File: src/rtl/alu_fpga_pkg.sv
// Shared types and helpers for the sequenced ALU board harness.
package alu_fpga_pkg;

  typedef enum logic [1:0] {
    S_A    = 2'd0,
    S_B    = 2'd1,
    S_EXEC = 2'd2,
    S_SHOW = 2'd3
  } state_e;

  localparam int KEY_STEP  = 0;
  localparam int KEY_CLEAR = 1;
  localparam int KEY_CHAIN = 2;

  // Active-low {g,f,e,d,c,b,a} pattern for one hex nibble.
  function automatic logic [6:0] seg7(input logic [3:0] nib);
    logic [6:0] s;
    case (nib)
      4'h0: s = 7'b1000000;
      4'h1: s = 7'b1111001;
      4'h2: s = 7'b0100100;
      4'h3: s = 7'b0110000;
      4'h4: s = 7'b0011001;
      4'h5: s = 7'b0010010;
      4'h6: s = 7'b0000010;
      4'h7: s = 7'b1111000;
      4'h8: s = 7'b0000000;
      4'h9: s = 7'b0010000;
      4'hA: s = 7'b0001000;
      4'hB: s = 7'b0000011;
      4'hC: s = 7'b0100111;
      4'hD: s = 7'b0100001;
      4'hE: s = 7'b0000110;
      default: s = 7'b0001110;
    endcase
    return s;
  endfunction

  function automatic logic [3:0] state_led(input state_e st);
    logic [3:0] l;
    case (st)
      S_A:     l = 4'b0001;
      S_B:     l = 4'b0010;
      S_EXEC:  l = 4'b0100;
      default: l = 4'b1000;
    endcase
    return l;
  endfunction

endpackage

File: src/rtl/alu_fpga_ctrl_if.sv
// Operand/op/result/flag bundle between the harness (master) and the ALU (slave).
interface alu_fpga_ctrl_if #(parameter int DATA_W = 32);
  logic [DATA_W-1:0] porta;
  logic [DATA_W-1:0] portb;
  logic [3:0]        aluop;
  logic [DATA_W-1:0] portout;
  logic              negative;
  logic              overflow;
  logic              zero;

  modport master (output porta, portb, aluop,
                  input  portout, negative, overflow, zero);
  modport slave  (input  porta, portb, aluop,
                  output portout, negative, overflow, zero);
endinterface

File: src/rtl/alu_fpga_ctrl_key_debounce.sv
// Synchronise and debounce one active-low key; one-cycle pulse on each accepted press.
module key_debounce #(
  parameter int DB_CYCLES = 500000
) (
  input  logic CLOCK_50,
  input  logic nRST,
  input  logic key_n_raw,
  output logic pressed_pulse
);
  localparam int CW = $clog2(DB_CYCLES + 1);
  localparam logic [CW-1:0] CNT_TOP = CW'(DB_CYCLES - 1);

  logic          sync1_q, sync2_q, stable_q, pulse_q;
  logic [CW-1:0] cnt_q;

  // Down-counter reloads while the level agrees; terminal count accepts the new level.
  always_ff @(posedge CLOCK_50 or negedge nRST) begin
    if (!nRST) begin
      sync1_q  <= 1'b1;
      sync2_q  <= 1'b1;
      stable_q <= 1'b1;
      cnt_q    <= CNT_TOP;
      pulse_q  <= 1'b0;
    end else begin
      sync1_q <= key_n_raw;
      sync2_q <= sync1_q;
      pulse_q <= 1'b0;
      if (sync2_q == stable_q) begin
        cnt_q <= CNT_TOP;
      end else if (cnt_q == '0) begin
        stable_q <= sync2_q;
        cnt_q    <= CNT_TOP;
        pulse_q  <= ~sync2_q;
      end else begin
        cnt_q <= cnt_q - 1'b1;
      end
    end
  end

  assign pressed_pulse = pulse_q;
endmodule

File: src/rtl/alu_fpga_ctrl.sv
// Sequenced ALU harness: enter A, enter B, execute, show; result can chain back into A.
//   state  | meaning
//   S_A    | waiting for step to capture operand A from switches
//   S_B    | waiting for step to capture operand B and op code
//   S_EXEC | single cycle; ALU sees new B/op, result and flags latched
//   S_SHOW | result displayed; step -> S_A, chain -> result into A
module alu_fpga_ctrl
  import alu_fpga_pkg::*;
#(
  parameter int DATA_W    = 32,
  parameter int SW_W      = 16,
  parameter int DB_CYCLES = 500000
) (
  input  logic                    CLOCK_50,
  input  logic                    nRST,
  input  logic [SW_W-1:0]         sw_data,
  input  logic                    sw_sign,
  input  logic [3:0]              sw_op,
  input  logic [2:0]              key_n,
  alu_fpga_ctrl_if.master         alu,
  output logic [DATA_W/4*7-1:0]   hex,
  output logic [2:0]              ledr,
  output logic [3:0]              ledg
);
  localparam int NDIG = DATA_W / 4;

  logic [2:0]        press;
  logic [DATA_W-1:0] ext, disp;
  logic [DATA_W-1:0] reg_a_q, reg_b_q, result_q;
  logic [3:0]        op_q, ledg_q;
  logic [2:0]        flags_q;
  state_e            state_q;

  for (genvar k = 0; k < 3; k++) begin : g_key
    key_debounce #(.DB_CYCLES(DB_CYCLES)) u_db (
      .CLOCK_50      (CLOCK_50),
      .nRST          (nRST),
      .key_n_raw     (key_n[k]),
      .pressed_pulse (press[k])
    );
  end

  always_comb begin
    ext = {DATA_W{sw_sign}};
    ext[SW_W-1:0] = sw_data;
  end

  always_ff @(posedge CLOCK_50 or negedge nRST) begin
    if (!nRST) begin
      reg_a_q  <= '0;
      reg_b_q  <= '0;
      result_q <= '0;
      op_q     <= '0;
      flags_q  <= '0;
      state_q  <= S_A;
      ledg_q   <= state_led(S_A);
    end else if (press[KEY_CLEAR]) begin
      reg_a_q  <= '0;
      reg_b_q  <= '0;
      result_q <= '0;
      op_q     <= '0;
      flags_q  <= '0;
      state_q  <= S_A;
      ledg_q   <= state_led(S_A);
    end else begin
      case (state_q)
        S_A: if (press[KEY_STEP]) begin
          reg_a_q <= ext;
          state_q <= S_B;
          ledg_q  <= state_led(S_B);
        end
        S_B: if (press[KEY_STEP]) begin
          reg_b_q <= ext;
          op_q    <= sw_op;
          state_q <= S_EXEC;
          ledg_q  <= state_led(S_EXEC);
        end
        S_EXEC: begin
          result_q <= alu.portout;
          flags_q  <= {alu.negative, alu.overflow, alu.zero};
          state_q  <= S_SHOW;
          ledg_q   <= state_led(S_SHOW);
        end
        default: if (press[KEY_STEP]) begin
          state_q <= S_A;
          ledg_q  <= state_led(S_A);
        end else if (press[KEY_CHAIN]) begin
          reg_a_q <= result_q;
          state_q <= S_B;
          ledg_q  <= state_led(S_B);
        end
      endcase
    end
  end

  always_comb begin
    case (state_q)
      S_EXEC:  disp = reg_b_q;
      S_SHOW:  disp = result_q;
      default: disp = ext;
    endcase
  end

  for (genvar i = 0; i < NDIG; i++) begin : g_dig
    assign hex[7*i +: 7] = seg7(disp[4*i +: 4]);
  end

  assign alu.porta = reg_a_q;
  assign alu.portb = reg_b_q;
  assign alu.aluop = op_q;
  assign ledr      = flags_q;
  assign ledg      = ledg_q;
endmodule

File: src/flat_wrapper.sv
// flat-port wrapper written by rule: the top's interface ports become plain ports
module alu_fpga_ctrl_flat import alu_fpga_pkg::*;
#(
  parameter int DATA_W    = 32,
  parameter int SW_W      = 16,
  parameter int DB_CYCLES = 500000
)
  (CLOCK_50, nRST, sw_data, sw_sign, sw_op, key_n, hex, ledr, ledg, alu_porta, alu_portb, alu_aluop, alu_portout, alu_negative, alu_overflow, alu_zero);
  alu_fpga_ctrl_if #(.DATA_W(DATA_W)) alu_i ();
  input  logic CLOCK_50;
  input  logic nRST;
  input  logic [SW_W-1:0] sw_data;
  input  logic sw_sign;
  input  logic [3:0] sw_op;
  input  logic [2:0] key_n;
  output logic [DATA_W/4*7-1:0] hex;
  output logic [2:0] ledr;
  output logic [3:0] ledg;
  output wire logic [$bits(alu_i.porta)-1:0] alu_porta;
  output wire logic [$bits(alu_i.portb)-1:0] alu_portb;
  output wire logic [$bits(alu_i.aluop)-1:0] alu_aluop;
  input wire logic [$bits(alu_i.portout)-1:0] alu_portout;
  input wire logic [$bits(alu_i.negative)-1:0] alu_negative;
  input wire logic [$bits(alu_i.overflow)-1:0] alu_overflow;
  input wire logic [$bits(alu_i.zero)-1:0] alu_zero;
  assign alu_porta = alu_i.porta;
  assign alu_portb = alu_i.portb;
  assign alu_aluop = alu_i.aluop;
  assign alu_i.portout = alu_portout;
  assign alu_i.negative = alu_negative;
  assign alu_i.overflow = alu_overflow;
  assign alu_i.zero = alu_zero;
  alu_fpga_ctrl #(.DATA_W(DATA_W), .SW_W(SW_W), .DB_CYCLES(DB_CYCLES)) u_core (.CLOCK_50(CLOCK_50), .nRST(nRST), .sw_data(sw_data), .sw_sign(sw_sign), .sw_op(sw_op), .key_n(key_n), .alu(alu_i), .hex(hex), .ledr(ledr), .ledg(ledg));
endmodule
File: config.mk
export PLATFORM = sky130hd
export DESIGN_NAME = alu_fpga_ctrl_flat
export DESIGN_NICKNAME = d
export VERILOG_FILES = /design/src/rtl/alu_fpga_pkg.sv /design/src/rtl/alu_fpga_ctrl_if.sv /design/src/rtl/alu_fpga_ctrl_key_debounce.sv /design/src/rtl/alu_fpga_ctrl.sv /design/src/flat_wrapper.sv
export SDC_FILE = /design/constraint.sdc
export NUM_CORES = 1
export LEC_CHECK = 0
export CAP_MARGIN = 20
export CORE_ASPECT_RATIO = 1.4
export CORE_MARGIN = 3
export CORE_UTILIZATION = 55
export DETAILED_ROUTE_END_ITERATION = 16
export PLACE_DENSITY_LB_ADDON = 0.08
export REMOVE_ABC_BUFFERS = 1
export SYNTH_ARGS = -nofsm -noshare
export SYNTH_HDL_FRONTEND = slang
export SYNTH_SLANG_ARGS = --single-unit
File: constraint.sdc
create_clock -name CLOCK_50 -period 5.83 [get_ports CLOCK_50]
set_input_delay 1.166 -clock CLOCK_50 [delete_from_list [all_inputs] [get_ports CLOCK_50]]
set_output_delay 1.166 -clock CLOCK_50 [all_outputs]
set_load 0.02 [all_outputs]
After elaboration in Yosys (flattened, before gate mapping) --
Memory sizes are Yosys's and may differ from the RTL's. Index checks and enable logic that the tools add are counted.
Storage, ports and cells: register bits 178, memory bits (read-only) 896, logic and storage cells 104, memories kept 8
Cells by class: add/subtract/negate cells 3, equal/unequal tests 10, muxes and demuxes 39, bitwise operators 6, reduce and logical (&&, ||, !) cells 16
Memories:
- (no name shown) | depth 16, width 7, rd ports 1, clocked after memory_dff 0, wr ports 0, RTL line alu_fpga_pkg.sv:18 | case (nib)
- (no name shown) | depth 16, width 7, rd ports 1, clocked after memory_dff 0, wr ports 0, RTL line alu_fpga_pkg.sv:18
- (no name shown) | depth 16, width 7, rd ports 1, clocked after memory_dff 0, wr ports 0, RTL line alu_fpga_pkg.sv:18
- (no name shown) | depth 16, width 7, rd ports 1, clocked after memory_dff 0, wr ports 0, RTL line alu_fpga_pkg.sv:18
- (no name shown) | depth 16, width 7, rd ports 1, clocked after memory_dff 0, wr ports 0, RTL line alu_fpga_pkg.sv:18
- (no name shown) | depth 16, width 7, rd ports 1, clocked after memory_dff 0, wr ports 0, RTL line alu_fpga_pkg.sv:18
- 2 more memories
Operator list (number):
- $mux 32 | 8
- $pmux 32 s2 | 2
- $mux 19 | 6
- $logic_not 19->1 | 3
- $sub 19x1->19 const B | 3
- $mux 4 | 8
- $pmux 4 s3 | 1
- $mux 2 | 5
- $reduce_and 2->1 | 4
- $mux 1 | 6
- $mux 3 | 2
- $ne 3x3->1 const B | 2
- $not 1->1 | 6
- $pmux 2 s3 | 1
- $reduce_bool 2->1 | 3
- $eq 2x2->1 const B | 2
- $reduce_and 4->1 | 1
- $reduce_bool 4->1 | 1
- $eq 1x1->1 | 3
- $ne 3x2->1 const B | 1
- $reduce_and 3->1 | 1
- $reduce_bool 3->1 | 1
- $eq 2x1->1 const B | 1
- $logic_not 2->1 | 1
- 2 further kinds | 2

Logic depth before layout (Yosys ltp) --
Gate-level depths: netlist (run 1).
word-level depth 4, mapped depth 12, gate-level depth less buffers 10

Modules after synthesis --
Synthesis (run 1) repeated with hierarchy kept, for this count alone.
Second synthesis, totals: cells, all modules 1037, area, all modules 10457.5 um2
Modules (own cells, without submodules):
- alu_fpga_ctrl | times used 1, cells each 710, area each 6947.9 um2, sequential area each 2353.5 um2
- key_debounce | times used 3, cells each 109, area each 1169.9 um2, sequential area each 593.1 um2

Worst setup path before layout (run 1) --
Ideal clock, no wire load.
path kind input to output, from input sw_sign, to output hex[50], data arrival time 3.211 ns, path slack 1.453 ns, cell stages on the path 9, buffers on the path 1, cells stage by stage or3b_2 > clkbuf_1 > nand2_1 > a21oi_1 > ha_1 > inv_1 > a21oi_1 > a311o_1 > o32ai_1
On the way: word-level cells in the longest chain between the ends 2
Ends and longest elaborated chain:
- start: declaration | RTL line flat_wrapper.sv:13 | input logic sw_sign;
- $pmux 32 s2 | RTL line alu_fpga_ctrl.sv:97 | case (state_q)
- $mem_v2 16x7
- end: declaration | RTL line flat_wrapper.sv:16 | output logic [DATA_W/4*7-1:0] hex;
Every way passes these cells.

Worst setup path after layout (run 1) --
Ends and elaborated chain as after synthesis.

==> results.toml, run 1 <==
[grt]
grt_pass1_vias = 7691
antenna_found_initial = 0
grt_max_degree = 69
gr-usage-all-layers_pct = 24.78
gr-total-overflow = 0
grt_pass1_wl_microns = 39560

[timing]
final.setup_skew_ps = 10.02
rsz0062_at_grt = "false"
finalMaxSlewViolations = 0
setup_viol = 0
final_hold_viol_count = 0
tns_ps = 0
worst_slack_ps = 403.9
max_slew.worst_pin.slew_ps = 1026
fin_crit_sh_pct = 93.07
relSlewSlack_pct = 31.46
max_freq_mhz = 184.3
final.min_clock_period_ps = 5426

[cts]
clock_path_buffers = 2
cts_buffers = 17
clock_sink_count = 163
hold_buffers = 0
h-tree-depth = 4
clk-insertion-delay-late_ps = 420
root_buffer = "clkbuf_16"
cts_setup_buffers = 0
cts_resized = 0
tritoncts = "done"
clkTransAtPathRegs_ps = 60

[die]
pin_count = 192
rows = 57
die_w_microns = 119.4
initial_core_util_pct = 56.43
coreArea_sq_um = 17540
fp.dieH_microns = 164.7
dieArea_sq_um = 19670

[detailed_routing]
post_drt_wl_per_cell_microns = 17.63
dr.pass1.iters = 5
wirelength_microns = 24640
drc_errors = 0
drt_iter0_drc = 540
vias = 7924
vias_per_cell = 5.668
detail-route-antenna-nets = 0

[synthesis]
synth_cells = 991
synth_seq_area_share_pct = 41.75
synthesis.area_sq_um = 9899
synth_ff_type = "dfrtp_1"
synth.distinct_cells = 60
synth-seq-cells = 163
async_reset_ff_share_pct = 100.0
avgSynthCellArea_sq_um = 9.989
synth_edf_count = 0
yosys_warnings = 0

[critical_path]
path_delay_family = "buffers and inverters"
crit_path_max_incr_delay_ps = 670
cp-end-kind = "output pin"
r2r_slack_ps = 3100
cp.depth = 10
cp-endpoint = "hex[50]"
crit_start = "sw_sign"
crit_chain = "clkdlybuf4s50_1 > or3b_2 > and2_0 > nand2_1 > ha_1 > inv_1 > a21oi_1 > a311o_1 > o32ai_1 > clkdlybuf4s50_1"
crit-reg2reg-capture = "u_core.alu.porta[10]$_DFFE_PN0P_"
slowest_stage = "clkdlybuf4s50_1"
rr_startpoint = "u_core.state_q[0]$_DFFE_PN0P_"
critPathLaunchType = "input pin"
cp_max_fo = 6
path_class = "in2out"
crit_top_cell = "clkdlybuf4s50_1"
required_ps = 4660
crit_buf_inv = 3
critPathArrivalTime_ps = 4260
r2r_cells = 7

[layout]
fin_util_pct = 71.48
syn2layout_area_growth_pct = 26.68
n_antenna_cell = 0
drive_above_1_share_pct = 12.39
layout.nets = 1271
fill_cells = 1368
stdcell_count = 1398

[hold_path]
hold_path.class = "reg2reg"
hp-start = "u_core.g_key[2].u_db.sync1_q$_DFF_PN1_"

[place]
place.gp.congestion = 0.8839
place_ws_ps = 432.5
dp.cells = 1364
dp_hpwl_microns = 17440
port_buffers = 191

[pwr]
power_uw = 2594
power_density_nw_per_um2 = 206.8
leakagePower_uw = 0.005649
ir_drop_v = 0.0002208

[outcome]
status = "complete, no violations"

[flow_run]
cap_violations = 0
==> how the worst min path moves through the flow <==
stage	to	depth (start not counted)
CTS	u_core.g_key[2].u_db.sync2_q$_DFF_PN1_	0
global route	u_core.g_key[1].u_db.sync2_q$_DFF_PN1_	0
finish	u_core.g_key[2].u_db.sync2_q$_DFF_PN1_	0
floorplan	u_core.g_key[0].u_db.sync2_q$_DFF_PN1_	0
detailed placement	u_core.g_key[2].u_db.sync2_q$_DFF_PN1_	0
global placement	u_core.g_key[0].u_db.sync2_q$_DFF_PN1_	0
==> layout make-up <==
class | count | area (sq um) | share of cell area [%]
Clock inverter | 14 | 152.6 | 1.217
Sequential cell | 163 | 4134 | 32.96
Tap cell | 236 | 295.3 | 2.355
Clock buffer | 18 | 439.2 | 3.502
Multi-Input combinational cell | 711 | 5291 | 42.19
Inverter | 48 | 180.2 | 1.437
Timing Repair Buffer | 208 | 2048 | 16.33
==> logic make-up (layout without fill, tap and decap cells) <==
kind of cell | Yosys count | after routing | share of synthesized area, %
xor gates and xnor gates | 41 | 41 | 3.627
muxes | 143 | 143 | 15.53
adders and majority gates | 61 | 61 | 7.710
buffers and inverters | 117 | 288 | 5.068
AOI/OAI and AO/OA | 165 | 165 | 11.31
and+or+nand+nor | 301 | 301 | 15.00
DFF | 163 | 163 | 41.75
==> cells in the mapped netlist (all sizes together) (17+ instances only) <==
library cell	n	area share, %
o21ai	28	1.4
dfstp	43	11
xor2	23	2.0
clkbuf	40	1.5
nand3	28	1.4
xnor2	18	1.6
inv	48	1.8
nand2	66	2.5
buf	29	1.7
a22o	39	3.5
ha	61	7.7
nor4	17	1.1
a21oi	44	2.2
dfrtp	120	30
mux2	32	3.7
mux2i	106	11
nor2	99	3.8
==> metrics by stage <==
| stage | hold slack (ps) | area [sq um] |
|---|---|---|
| after floorplan | 345.2 | 9578 |
| after detailed placement | 348.1 | 11930 |
| after global placement | 346.0 | 11920 |
| after CTS | 357.1 | 12520 |
| final | 356.3 | 12540 |
| after global routing | 361.3 | 12540 |
==> per-layer routing <==
layer / wire length [microns] / share of wire [%] / vias up / track usage (%)
li1: - / - / 3809 / -
met1: 10580 / 43 / 3858 / 32.67
met2: 12400 / 50 / 229 / 42.32
met3: 1253 / 5.1 / 28 / 4.556
met4: 405 / 1.6 / 0 / 6.618
met5: 0 / 0 / - / 0
==> cells in the final DEF, fill, tap and decap left out, drive strengths merged, types with 32 or more instances in the layout <==
master | netlist | layout
ha | 61 | 61
mux2 | 32 | 32
a21oi | 44 | 44
dfstp | 43 | 43
a22o | 39 | 39
dfrtp | 120 | 120
inv | 48 | 51
nor2 | 99 | 99
clkdlybuf4s50 | 0 | 190
mux2i | 106 | 106
nand2 | 66 | 66
==> report_power, final <==
part | switching [uW] | internal, uW | total [uW] | leakage (uW)
Combinational | 175 | 151 | 326 | 0.00324
Sequential | 8.15 | 1150 | 1150 | 0.00213
Clock | 467 | 647 | 1110 | 0.000286
Total | 650 | 1940 | 2590 | 0.00565
==> state kept, by name, indices dropped and copies added (netlist names) <==
signal,flops
u_core.g_key.u_db.sync2_q,3
u_core.g_key.u_db.pressed_pulse,3
u_core.g_key.u_db.stable_q,3
u_core.alu.aluop,4
u_core.ledr,3
u_core.state_q,2
u_core.g_key.u_db.cnt_q,57
u_core.alu.porta,32
u_core.alu.portb,17
u_core.result_q,32
u_core.g_key.u_db.sync1_q,3
u_core.ledg,4
No activity file was read; power rests on OpenSTA's default activity.
==> inputs of run 2 (changes only) <==
- CAP_MARGIN: 20 -> 25
- CTS_CLUSTER_SIZE: default -> 40
==> results.toml, run 2 (synthesis results as in run 1) <==
[outcome]
status = "complete, no violations"

[timing]
relSlewSlack_pct = 33.30
max_freq_mhz = 183.4
final_hold_viol_count = 0
rsz0062_at_grt = "false"
whs_ps = 357.1
final.setup_skew_ps = 13.01
finalMaxSlewViolations = 0
fin_crit_sh_pct = 93.52
final.min_clock_period_ps = 5452
setup_viol = 0
max_slew.worst_pin.slew_ps = 1000

[place]
port_buffers = 191
place.gp.congestion = 0.8839
dp.cells = 1366
dp_hpwl_microns = 17490

[hold_path]
hold_path.class = "reg2reg"
min_path_cells = 0

[layout]
mostFrequentLayoutCells = "clkdlybuf4s50_1 (190), dfrtp_1 (119), mux2i_1 (106)"
stdcell_count = 1398
drive_above_1_share_pct = 12.48
fill_cells = 1378
top_register = "u_core.g_key.u_db.cnt_q"
largest_register_ffs = 57
fin_util_pct = 71.67
n_antenna_cell = 0
layout_commonest_cell = "clkdlybuf4s50_1"
syn2layout_area_growth_pct = 27.02
layout.nets = 1271

[critical_path]
r2r_slack_ps = 3100
required_ps = 4660
cp_max_fo = 6
critPathArrivalTime_ps = 4290
crit_path_max_incr_delay_ps = 660
cp-end-kind = "output pin"
path_class = "in2out"
crit_top_cell = "clkdlybuf4s50_1"
critPathLaunchType = "input pin"
r2r_cells = 7
crit_chain = "clkdlybuf4s50_1 > or3b_2 > and2_0 > nand2_1 > ha_1 > inv_1 > a21oi_1 > a311o_1 > o32ai_1 > clkdlybuf4s50_1"
slowest_stage = "clkdlybuf4s50_1"

[die]
pin_count = 192
dieArea_sq_um = 19670
die_w_microns = 119.4
fp.dieH_microns = 164.7
rows = 57
coreArea_sq_um = 17540
initial_core_util_pct = 56.43

[cts]
clock_sink_count = 163
h-tree-depth = 4
tritoncts = "done"
root_buffer = "clkbuf_16"
hold_buffers = 0
cts_resized = 0
clk-insertion-delay-late_ps = 420
cts_setup_buffers = 0
cts_buffers = 17
clock_path_buffers = 2
clkTransAtPathRegs_ps = 60

[grt]
gr-usage-all-layers_pct = 24.76
grt_max_degree = 69
antenna_found_initial = 0
gr-total-overflow = 0
grt_pass1_wl_microns = 39610
grt_pass1_vias = 7737

[flow_run]
cap_violations = 0

[detailed_routing]
post_drt_wl_per_cell_microns = 17.45
detail-route-antenna-nets = 0
dr.pass1.iters = 5
vias_per_cell = 5.690
vias = 7955
drt_iter0_drc = 428
wirelength_microns = 24390
drc_errors = 0

[pwr]
leakagePower_uw = 0.005668
ir_drop_v = 0.0001605
power_density_nw_per_um2 = 211.0
[run 2: cell count changes in the layout (fill, tap and decap cells not counted), sizes merged]
cell	before	now
bufinv	2	3
clkbuf	18	17
clkinv	7	5
clkinvlp	2	1
inv	51	54
[run 2: routing by layer]
metal  part of all wire (%)  track usage, %  up-vias
met3                    5.0           4.248       36
met5                      0               0        -
met1                     43           32.50     3891
met2                     50           41.81      216
met4                    2.4           8.390        0
li1                       -               -     3812
[run 2: layout make-up]
class | instances | area [sq um] | share of cell area (%)
clock inverter | 15 | 196.4 | 1.562
tap | 236 | 295.3 | 2.348
inverter | 48 | 180.2 | 1.433
timing repair buffer | 208 | 2052 | 16.32
clock buffer | 17 | 425.4 | 3.383
sequential | 163 | 4134 | 32.88
multi-input combinational | 711 | 5291 | 42.08
[run 2: worst paths after layout]
path,from,endpoint
min in group asynchronous,nRST,u_core.g_key[0].u_db.cnt_q[14]$_DFF_PN0_
max,sw_sign,hex[50]
min,u_core.g_key[0].u_db.sync1_q$_DFF_PN1_,u_core.g_key[0].u_db.sync2_q$_DFF_PN1_
max reg2reg,u_core.state_q[0]$_DFFE_PN0P_,u_core.alu.porta[10]$_DFFE_PN0P_
max in group asynchronous,nRST,u_core.g_key[1].u_db.pressed_pulse$_DFF_PN0_
min reg2reg,u_core.g_key[0].u_db.sync1_q$_DFF_PN1_,u_core.g_key[0].u_db.sync2_q$_DFF_PN1_
[run 2: stage by stage]
stage	setup TNS [ps]	worst slack [ps]	area, sq um	total power [uW]
after global routing	0	123.8	12570	2757
after floorplan	-82.46	-82.46	9578	1338
after detailed placement	0	412.1	11950	1499
final	0	377.8	12570	2653
after global placement	0	453.4	11920	1494
after CTS	0	382.6	12570	2678
[run 2: where the power goes]
| part | internal (uW) | switching [uW] |
|---|---|---|
| Combinational | 151 | 175 |
| Sequential | 1140 | 8.18 |
| Clock | 687 | 488 |
| Total | 1980 | 670 |
[run 2: critical path, delay by kind of cell]
kind / cells / cell delay, ps
AOI/OAI and AO/OA: 3 / 560
and+or+nand+nor: 3 / 1060
buffers and inverters: 3 / 1230
adders and majority gates: 1 / 270
==> inputs of run 3 (changes only) <==
- HOLD_SLACK_MARGIN: default -> 0.1
==> results of run 3 <==
The final DEF is identical to that of run 2; final timing and power are the same.
